File: config.mk
export PLATFORM = sky130hd
export DESIGN_NAME = serial_tx_fsm
export DESIGN_NICKNAME = d
export VERILOG_FILES = /design/src/rtl/serial_tx_fsm.sv
export SDC_FILE = /design/constraint.sdc
export NUM_CORES = 1
export LEC_CHECK = 0
export BUFFER_PORTS_ARGS = -buffer_cell sky130_fd_sc_hd__buf_4
export CORE_ASPECT_RATIO = 0.8
export CORE_MARGIN = 8
export CORE_UTILIZATION = 30
export DETAILED_ROUTE_END_ITERATION = 16
export HOLD_SLACK_MARGIN = 0.12
export SKIP_LAST_GASP = 1
export SYNTH_ARGS = -nofsm -noshare
export SYNTH_HDL_FRONTEND = slang
export SYNTH_SLANG_ARGS = --single-unit
File: constraint.sdc
create_clock -name clk -period 2.2 [get_ports clk]
set_input_delay 0.44 -clock clk [delete_from_list [all_inputs] [get_ports clk]]
set_output_delay 0.44 -clock clk [all_outputs]
set_load 0.05 [all_outputs]
File: src/rtl/serial_tx_fsm.sv
// Byte-wide to serial frame transmitter: start bit, 8 data bits LSB first,
// optional parity bit, 1 or 2 stop bits. One bit per clock, line idles high.
module serial_tx_fsm #(
  parameter int PARITY_EN  = 0,
  parameter int PARITY_ODD = 0,
  parameter int STOP_BITS  = 1   // legal values: 1 or 2
) (
  input  logic       clk,
  input  logic       reset_n,
  input  logic [7:0] in_byte,
  input  logic       in_valid,
  output logic       in_ready,
  output logic       out,
  output logic       busy,
  output logic       done,
  output logic [2:0] dbg_state
);

  // Handshake: a byte is accepted on any rising edge where in_valid && in_ready;
  // in_ready is high in IDLE and in the last stop cycle, and never depends on in_valid.

  typedef enum logic [2:0] {
    ST_IDLE   = 3'd0,
    ST_START  = 3'd1,
    ST_DATA   = 3'd2,
    ST_PARITY = 3'd3,
    ST_STOP   = 3'd4
  } state_t;

  localparam logic       HAS_PARITY = (PARITY_EN != 0);
  localparam logic       ODD        = (PARITY_ODD != 0);
  localparam logic [2:0] STOP_LAST  = 3'(STOP_BITS - 1);

  state_t     state_q, state_d;
  logic [2:0] cnt_q, cnt_d;
  logic [7:0] shift_q, shift_d;
  logic       parity_q, parity_d;
  logic       out_q, out_d;
  logic       busy_q, busy_d;
  logic       done_q, done_d;
  logic       last_stop;
  logic       accept;

  assign last_stop = (state_q == ST_STOP) && (cnt_q == STOP_LAST);
  assign in_ready  = (state_q == ST_IDLE) || last_stop;
  assign accept    = in_valid && in_ready;

  // out/busy/done are registered versions of the values for the state being entered.
  always_comb begin
    state_d  = state_q;
    cnt_d    = cnt_q;
    shift_d  = shift_q;
    parity_d = parity_q;
    out_d    = 1'b1;
    busy_d   = 1'b0;
    done_d   = 1'b0;
    case (state_q)
      ST_IDLE: begin
        if (accept) begin
          state_d  = ST_START;
          shift_d  = in_byte;
          parity_d = (^in_byte) ^ ODD;
          cnt_d    = 3'd0;
          out_d    = 1'b0;
          busy_d   = 1'b1;
        end
      end
      ST_START: begin
        state_d = ST_DATA;
        out_d   = shift_q[0];
        shift_d = {1'b0, shift_q[7:1]};
        cnt_d   = 3'd0;
        busy_d  = 1'b1;
      end
      ST_DATA: begin
        busy_d = 1'b1;
        cnt_d  = cnt_q + 3'd1;
        if (cnt_q == 3'd7) begin
          cnt_d = 3'd0;
          if (HAS_PARITY) begin
            state_d = ST_PARITY;
            out_d   = parity_q;
          end else begin
            state_d = ST_STOP;
            done_d  = (STOP_LAST == 3'd0);
          end
        end else begin
          out_d   = shift_q[0];
          shift_d = {1'b0, shift_q[7:1]};
        end
      end
      ST_PARITY: begin
        state_d = ST_STOP;
        cnt_d   = 3'd0;
        busy_d  = 1'b1;
        done_d  = (STOP_LAST == 3'd0);
      end
      ST_STOP: begin
        if (last_stop) begin
          cnt_d = 3'd0;
          if (accept) begin
            state_d  = ST_START;
            shift_d  = in_byte;
            parity_d = (^in_byte) ^ ODD;
            out_d    = 1'b0;
            busy_d   = 1'b1;
          end else begin
            state_d = ST_IDLE;
          end
        end else begin
          cnt_d  = cnt_q + 3'd1;
          busy_d = 1'b1;
          done_d = ((cnt_q + 3'd1) == STOP_LAST);
        end
      end
      default: begin
        state_d = ST_IDLE;
        cnt_d   = 3'd0;
      end
    endcase
  end

  always_ff @(posedge clk or negedge reset_n) begin
    if (!reset_n) begin
      state_q  <= ST_IDLE;
      cnt_q    <= 3'd0;
      shift_q  <= 8'd0;
      parity_q <= 1'b0;
      out_q    <= 1'b1;
      busy_q   <= 1'b0;
      done_q   <= 1'b0;
    end else begin
      state_q  <= state_d;
      cnt_q    <= cnt_d;
      shift_q  <= shift_d;
      parity_q <= parity_d;
      out_q    <= out_d;
      busy_q   <= busy_d;
      done_q   <= done_d;
    end
  end

  assign out       = out_q;
  assign busy      = busy_q;
  assign done      = done_q;
  assign dbg_state = state_q;

endmodule

# == Yosys cells after proc, flatten, opt, wreduce, memory -nomap -nowiden ==
# Cells that the tools add are included.
# classes
n_reduce_logical,10
n_mux,23
n_eq_ne,9
addsub,1
# op_table
op,count
$pmux 8 s4,1
$mux 8,3
$mux 3,6
$pmux 3 s5,1
$logic_not 3->1,3
$pmux 3 s3,1
$mux 1,8
$ne 2x2->1 const B,4
$eq 3x2->1 const B,2
$eq 3x3->1 const B,2
$pmux 1 s3,2
$reduce_and 3->1,2
$pmux 1 s4,1
$reduce_bool 4->1,1
$add 3x1->3 const B,1
$eq 3x1->1 const B,1
$reduce_or 3->1,1
$logic_and 1x1->1,2
$logic_or 1x1->1,1
# totals
elab_cells,49
regBits,17

# == Depth between registers and ports, before layout ==
# Gate-level depths: netlist (run 1).
# logic_depth
depth_word,7
mapped_depth,7
depth_no_buf,6

# == Least setup slack after synthesis (run 1) ==
# No wires, ideal clock.
# synth_path
kind,reg-to-output
start,register state_q[0] (netlist: dbg_state[0])
end,output in_ready
required_time_ns,1.760
path_stages_with_launch,4
path_buffers,1
setup_slack_ns,-0.032
t_arrival_ns,1.792
cell_sequence,dfrtp_1 > or2_1 > buf_4 > a21oi_1
# synth_between
elab_chain_len,3
elab_cells_between_ends,4
cone_classes,eq/ne: 1; reduce/logical: 3
# synth_lines
item,line_no,source
start: declaration,34,"state_t state_q, state_d;"
start signal: assignment,133,state_q <= state_d;
$eq 3x3->1,44,assign last_stop = (state_q == ST_STOP) && (cnt_q == STOP_LAST);
$logic_and 1x1->1,44,
$logic_or 1x1->1 *,45,assign in_ready = (state_q == ST_IDLE) || last_stop;
end: declaration,12,"output logic in_ready,"
# Mark *: on every way between the ends. The rest lies on a longest branch, timed or not.

# == Worst setup path after layout (run 1) ==
# layout_path
start,register state_q[1] (netlist: dbg_state[1])
end,register shift_q[0]
# layout_between
elab_chain_len,7
elab_cells_between_ends,14
cone_classes,eq/ne: 5; mux: 3; reduce/logical: 6
# layout_lines
item,line_no,source
$eq 3x3->1,"44, 57",
$logic_and 1x1->1,44,
$logic_or 1x1->1,45,
$logic_and 1x1->1,46,assign accept = in_valid && in_ready;
$mux 8 (2 in a row),-,
$pmux 8 s4,57,case (state_q)
end signal: assignment,135,shift_q <= shift_d;
end: declaration,36,"logic [7:0] shift_q, shift_d;"
# Parallel ways exist; a longest one is shown, timed or not. The select of a mux whose other input is x is not followed.
# A chain may end at the register's enable or synchronous reset.

==> impl_metrics.env, run 1 <==
export IMPL_max_vdd_ir_drop_mv=0.682
export IMPL_finalNetCount=126
export IMPL_area_growth_pct=22.8
export IMPL_detail_route_drc_violations=0
export IMPL_die_x_um=80.6
export IMPL_drt_iter0_drc=30
export IMPL_timing_final_hold_violations=0
export IMPL_fin_skew_ns=0.0114
export IMPL_min_delay_worst_type="in2reg"
export IMPL_grt_pass1_wl_mm=3.59
export IMPL_clkSlewWorstSetupHoldPaths_ns=0.08
export IMPL_proportion_of_layout_cells_with_a_drive_suffix_above_1=0.391
export IMPL_die_area_um2=5450
export IMPL_clock_root_buffer="clkbuf_8"
export IMPL_finalSetupViolations=0
export IMPL_crit_path_max_fanout=11
export IMPL_place_congestion=0.779
export IMPL_cp_required_ns=2.33
export IMPL_grt_max_degree=18
export IMPL_max_clock_freq_mhz=501
export IMPL_timing_critical_path_from="dbg_state[1]"
export IMPL_yosysSeqAreaShare=0.426
export IMPL_syn_mean_instance_area_um2=11.1
export IMPL_layout_cell_area_non_filler_um2=1230
export IMPL_synth_net_count=105
export IMPL_gr_total_overflow=0
export IMPL_ys_warn_count=0
export IMPL_routed_wirelength_normalized_by_instance_count_um=14.1
export IMPL_rr_worst_depth=4
export IMPL_drv_cap=0
export IMPL_core_area_um2=3130
export IMPL_worstReg2RegEnd="shift_q[0]"
export IMPL_min_period_ns=2.00
export IMPL_cts_repair_resized=0
export IMPL_die_height_um=67.7
export IMPL_cts_hold_buf=1
export IMPL_synthDominantCellAreaShare=0.400
export IMPL_post_synth_top_area_cell="dfrtp_1"
export IMPL_synth_area_um2=1000
export IMPL_dp_final_hpwl_mm=1.54
export IMPL_cts_setup_buffers=0
export IMPL_final_max_slew_violation_count=0
export IMPL_ant_nets=0
export IMPL_postSynthCellCount=90
export IMPL_worst_slew_margin_rel=0.643
export IMPL_clk_buf_depth=2
export IMPL_worstSkewPairLatency_ns=0.25
export IMPL_num_fill_cells=302
export IMPL_vias_per_cell=4.96
export IMPL_worst_pin_slew_ns=0.534
export IMPL_leakagePower_nw=0.576
export IMPL_synth_top_cells_by_area="dfrtp_1 40%, mux2_4 12%, mux2_2 7.9%"
export IMPL_grt_pass1_vias=751
export IMPL_via_count=744
export IMPL_power_density_nw_per_um2=1740
export IMPL_port_buffer_count=17
export IMPL_cell_area_after_placement_um2=1170
export IMPL_startpoint_type="flop"
export IMPL_numCtsBuffers=3
export IMPL_hold_worst_slack_ns=0.484
export IMPL_setup_worst_path_end_class="flop"
export IMPL_detailedRoute_firstPassIterationCount=4
export IMPL_outcome="finished clean"
export IMPL_period_share=0.908
export IMPL_clkSinkCount=17
export IMPL_final_setup_tns_ns=0
export IMPL_cts_tree="yes"
export IMPL_cts_htree_levels=1
export IMPL_cp_arrival_ns=2.13
export IMPL_critPathKind="reg2reg"
export IMPL_number_of_register_bits_inferred_by_synthesis=17
export IMPL_drt_total_wl_mm=2.11
export IMPL_synth_lib_cells_used_distinct=31
export IMPL_rsz_0062_raised_after_global_routing="no"
export IMPL_antenna_cells=0
export IMPL_placement_rows=18
export IMPL_grt_antenna_before_repair=0
export IMPL_floorplan_initialDensity=0.320
export IMPL_reg2reg_slack_ns=0.20
export IMPL_grt_total_usage=0.0834
export IMPL_rr_startpoint="dbg_state[1]"
export IMPL_crit_end="shift_q[0]"
export IMPL_ios=18
-- synth_stat cells --
cell type,instances
dfrtp_1,16
mux2_4,8
nor2_1,8
mux2_2,7
a21oi_1,4
ha_1,4
inv_1,4
buf_4,3
nand2_1,3
nor2b_1,3
nor3b_1,3
o22ai_1,3
a22oi_1,2
a2bb2oi_1,2
clkbuf_1,2
nand2b_1,2
nor3_1,2
a31oi_1,1
and2_1,1
buf_2,1
buf_6,1
dfstp_2,1
maj3_1,1
mux2i_1,1
nor2_2,1
nor4_1,1
o2bb2ai_1,1
o32a_1,1
o32ai_1,1
or2_1,1
xnor2_1,1
-- where the power goes --
group / switching (mW) / internal, mW / total, mW
clock: 0.110 / 0.128 / 0.239
sequential: 0.119 / 0.465 / 0.584
combinational: 0.665 / 0.657 / 1.32
-- cell usage in the layout, fill, tap and decap left out --
| cell | n |
|---|---|
| a21oi_2 | 1 |
| maj3_1 | 1 |
| nor3_1 | 2 |
| clkbuf_8 | 3 |
| o2bb2ai_1 | 1 |
| a31oi_1 | 1 |
| dfrtp_1 | 16 |
| nor3b_1 | 3 |
| mux2i_1 | 1 |
| nor2_2 | 1 |
| or2_1 | 1 |
| nand2_1 | 3 |
| dfstp_2 | 1 |
| o22ai_1 | 3 |
| a2bb2oi_1 | 2 |
| o32ai_1 | 1 |
| mux2_4 | 8 |
| dlygate4sd3_1 | 1 |
| nor2_1 | 8 |
| o32a_1 | 1 |
| a21oi_1 | 3 |
| buf_4 | 22 |
| nor2b_1 | 3 |
| mux2_2 | 7 |
| xnor2_1 | 1 |
| inv_1 | 4 |
| nor4_1 | 1 |
| ha_1 | 4 |
| a22oi_1 | 2 |
| and2_1 | 1 |
| clkbuf_1 | 1 |
| nand2b_1 | 2 |
-- worst min-delay path by stage --
stage,slack (ns),depth (start not counted),to,from
after floorplan,0.14,0,busy,reset_n
after global placement,0.32,1,cnt_q[0],reset_n
after detailed placement,0.32,1,cnt_q[0],reset_n
after CTS,0.47,2,dbg_state[0],in_valid
after global routing,0.51,2,dbg_state[0],in_valid
final,0.48,2,dbg_state[0],in_valid
-- flip-flops by register name (all words and copies together) (netlist names) --
signal and cells:
dbg_state 3, done 1, out 1, cnt_q 3, shift_q 8, busy 1
-- stage by stage --
stage	utilization	total power, mW	setup slack, ns	instances
after floorplan	-	1.65	0.247	90
after global placement	0.375	1.88	0.228	145
after detailed placement	0.375	1.91	0.231	145
after CTS	0.392	2.16	0.211	150
after global routing	0.392	2.30	0.0904	150
final	0.392	2.14	0.203	150
-- metal layers --
metal | track usage | share of wire
met1 | 0.106 | 0.48
met2 | 0.135 | 0.47
met4 | 0.0407 | 0.012
met3 | 0.0133 | 0.037
met5 | 0 | 0
-- logic make-up after synthesis --
group                    share of synthesized area
adder cells (fa/ha/maj)                     0.0600
multiplexers                                 0.209
AND/OR/NAND/NOR                              0.130
flip-flops                                   0.426
buffers and inverters                       0.0612
XOR/XNOR                                   0.00875
AO/OA/AOI/OAI                                0.105
-- layout make-up --
type | count | area, um^2 | share of cell area
Multi-Input combinational cell | 62 | 517 | 0.421
Sequential cell | 17 | 427 | 0.347
Timing Repair Buffer | 23 | 175 | 0.143
Tap cell | 40 | 50.0 | 0.0407
Clock buffer | 4 | 45.0 | 0.0367
Inverter | 4 | 15.0 | 0.0122
-- critical path: stages (launching register included) --
cell and delay (ns):
dfrtp_1 0.50, or2_1 0.34, nor3_1 0.17, o32a_1 0.52, mux2_4 0.35
No activity file was read; power rests on OpenSTA's default activity.
==> run 2, diff against run 1 <==
- REMOVE_ABC_BUFFERS: unset -> 1
==> impl_metrics.env, run 2 (synthesis gave the netlist of run 1 again) <==
export IMPL_clkSlewWorstSetupHoldPaths_ns=0.07
export IMPL_cts_htree_levels=1
export IMPL_max_clock_freq_mhz=506
export IMPL_outcome="finished clean"
export IMPL_critPathKind="reg2out"
export IMPL_clk_buf_depth=2
export IMPL_regMostFlops="shift_q"
export IMPL_min_period_ns=1.97
export IMPL_drt_total_wl_mm=2.16
export IMPL_finalNetCount=125
export IMPL_drv_cap=0
export IMPL_power_density_nw_per_um2=1730
export IMPL_hold_path_depth=2
export IMPL_worst_slew_margin_rel=0.724
export IMPL_grt_pass1_vias=728
export IMPL_port_buffer_count=17
export IMPL_grt_max_degree=18
export IMPL_grt_total_usage=0.0826
export IMPL_vias_per_cell=4.97
export IMPL_worstSkewPairLatency_ns=0.25
export IMPL_cp_required_ns=1.76
export IMPL_cts_tree="yes"
export IMPL_clkSinkCount=17
export IMPL_switching_share=0.418
export IMPL_min_delay_worst_type="in2reg"
export IMPL_numCtsBuffers=3
export IMPL_max_vdd_ir_drop_mv=0.452
export IMPL_clock_root_buffer="clkbuf_8"
export IMPL_most_common_layout_cells="21 x buf_4, 16 x dfrtp_1, 8 x nor2_1, 8 x mux2_4, 7 x mux2_2"
export IMPL_placement_setup_worst_slack_ns=0.160
export IMPL_grt_pass1_wl_mm=3.51
export IMPL_worst_pin_slew_ns=0.414
export IMPL_setup_worst_path_end_class="primary output"
export IMPL_largest_register_ffs=8
export IMPL_place_congestion=0.800
export IMPL_post_route_worst_setup_slack_ns=0.226
export IMPL_via_count=740
export IMPL_power_report_internal_total_mw=1.23
export IMPL_rr_worst_depth=6
export IMPL_comb_power_share=0.611
export IMPL_antenna_cells=0
export IMPL_mostFrequentLayoutCell="buf_4"
export IMPL_detailedRoute_firstPassIterationCount=4
export IMPL_cell_area_after_placement_um2=1160
export IMPL_core_area_um2=3130
export IMPL_cts_setup_buffers=0
export IMPL_ant_nets=0
export IMPL_power_frac_clock=0.111
export IMPL_leakagePower_nw=0.574
export IMPL_ios=18
export IMPL_area_growth_pct=21.9
export IMPL_die_height_um=67.7
export IMPL_layout_core_utilization=0.390
export IMPL_layout_cell_area_non_filler_um2=1220
export IMPL_detail_route_drc_violations=0
export IMPL_die_area_um2=5450
export IMPL_startpoint_type="flop"
export IMPL_drt_iter0_drc=74
export IMPL_period_share=0.897
export IMPL_seqPwrFrac=0.278
export IMPL_placement_rows=18
export IMPL_timing_final_hold_violations=0
export IMPL_final_max_slew_violation_count=0
export IMPL_die_x_um=80.6
export IMPL_finalSetupViolations=0
export IMPL_power_net_switching_uw=883
export IMPL_routed_wirelength_normalized_by_instance_count_um=14.5
export IMPL_cp_arrival_ns=1.53
export IMPL_fin_skew_ns=0.00503
export IMPL_proportion_of_layout_cells_with_a_drive_suffix_above_1=0.394
export IMPL_floorplan_initialDensity=0.320
export IMPL_dp_final_hpwl_mm=1.56
export IMPL_rsz_0062_raised_after_global_routing="no"
export IMPL_crit_path_max_fanout=7
export IMPL_grt_antenna_before_repair=0
export IMPL_gr_total_overflow=0
[run 2: cell types whose count changed in the layout (fill, tap and decap cells not counted), sizes merged]
cell	before	now
buf	22	21
clkbuf	4	3
clkinv	0	1
[run 2: routing by layer]
metal	routed length, um	part of all wire	vias up	track usage
met2	972	0.45	20	0.126
met1	997	0.46	363	0.104
met3	157	0.073	2	0.0332
met4	31	0.014	0	0.0271
met5	0	0	-	0
li1	-	-	355	-
[run 2: worst max-delay path, cell delays in order (launching register included)]
cell and delay (ns):
dfrtp_1 0.39, inv_1 0.11, ha_1 0.16, nand2b_1 0.17, a21oi_1 0.23, buf_4 0.23
[run 2: final timing paths]
path	slack (ns)	endpoint	from
worst max-delay path	0.23	in_ready	cnt_q[0]
worst min-delay path	0.48	dbg_state[0]	in_valid
worst max register to register	0.27	shift_q[2]	cnt_q[0]
worst min register to register	0.51	shift_q[2]	shift_q[2]
max in group asynchronous	1.35	out	reset_n
min in group asynchronous	0.59	dbg_state[0]	reset_n
[run 2: what timing repair did]
action	in CTS	in global routing
setup endpoints to repair	0	4
hold endpoints to repair	16	0
resized for setup	0	1
hold buffers	1	0
[run 2: power by group through the flow]
stage	Sequential (mW)	Combinational, mW	Clock, mW
2_1_floorplan	0.739	0.818	0
3_3_place_gp	0.585	1.27	0
3_5_place_dp	0.590	1.29	0
4_1_cts	0.587	1.30	0.242
5_1_grt	0.611	1.39	0.252
6_report	0.587	1.29	0.234
[run 2: area by class of cell]
| cell class | instances | area, um^2 |
|---|---|---|
| Clock inverter | 1 | 5.00 |
| Timing Repair Buffer | 22 | 168 |
| Clock buffer | 3 | 41.3 |
| Multi-Input combinational cell | 62 | 514 |
| Inverter | 4 | 15.0 |
| Sequential cell | 17 | 427 |
| Fill cell | 308 | 1910 |
| Tap cell | 40 | 50.0 |
[run 2: metrics by stage]
step / std cells / setup TNS (ns) / total power [mW] / hold slack [ns]
final: 149 / 0 / 2.11 / 0.480
after global routing: 149 / 0 / 2.25 / 0.499
after CTS: 149 / 0 / 2.13 / 0.476
after detailed placement: 144 / 0 / 1.88 / 0.319
after global placement: 144 / 0 / 1.85 / 0.317
after floorplan: 83 / -0.0868 / 1.56 / 0.144
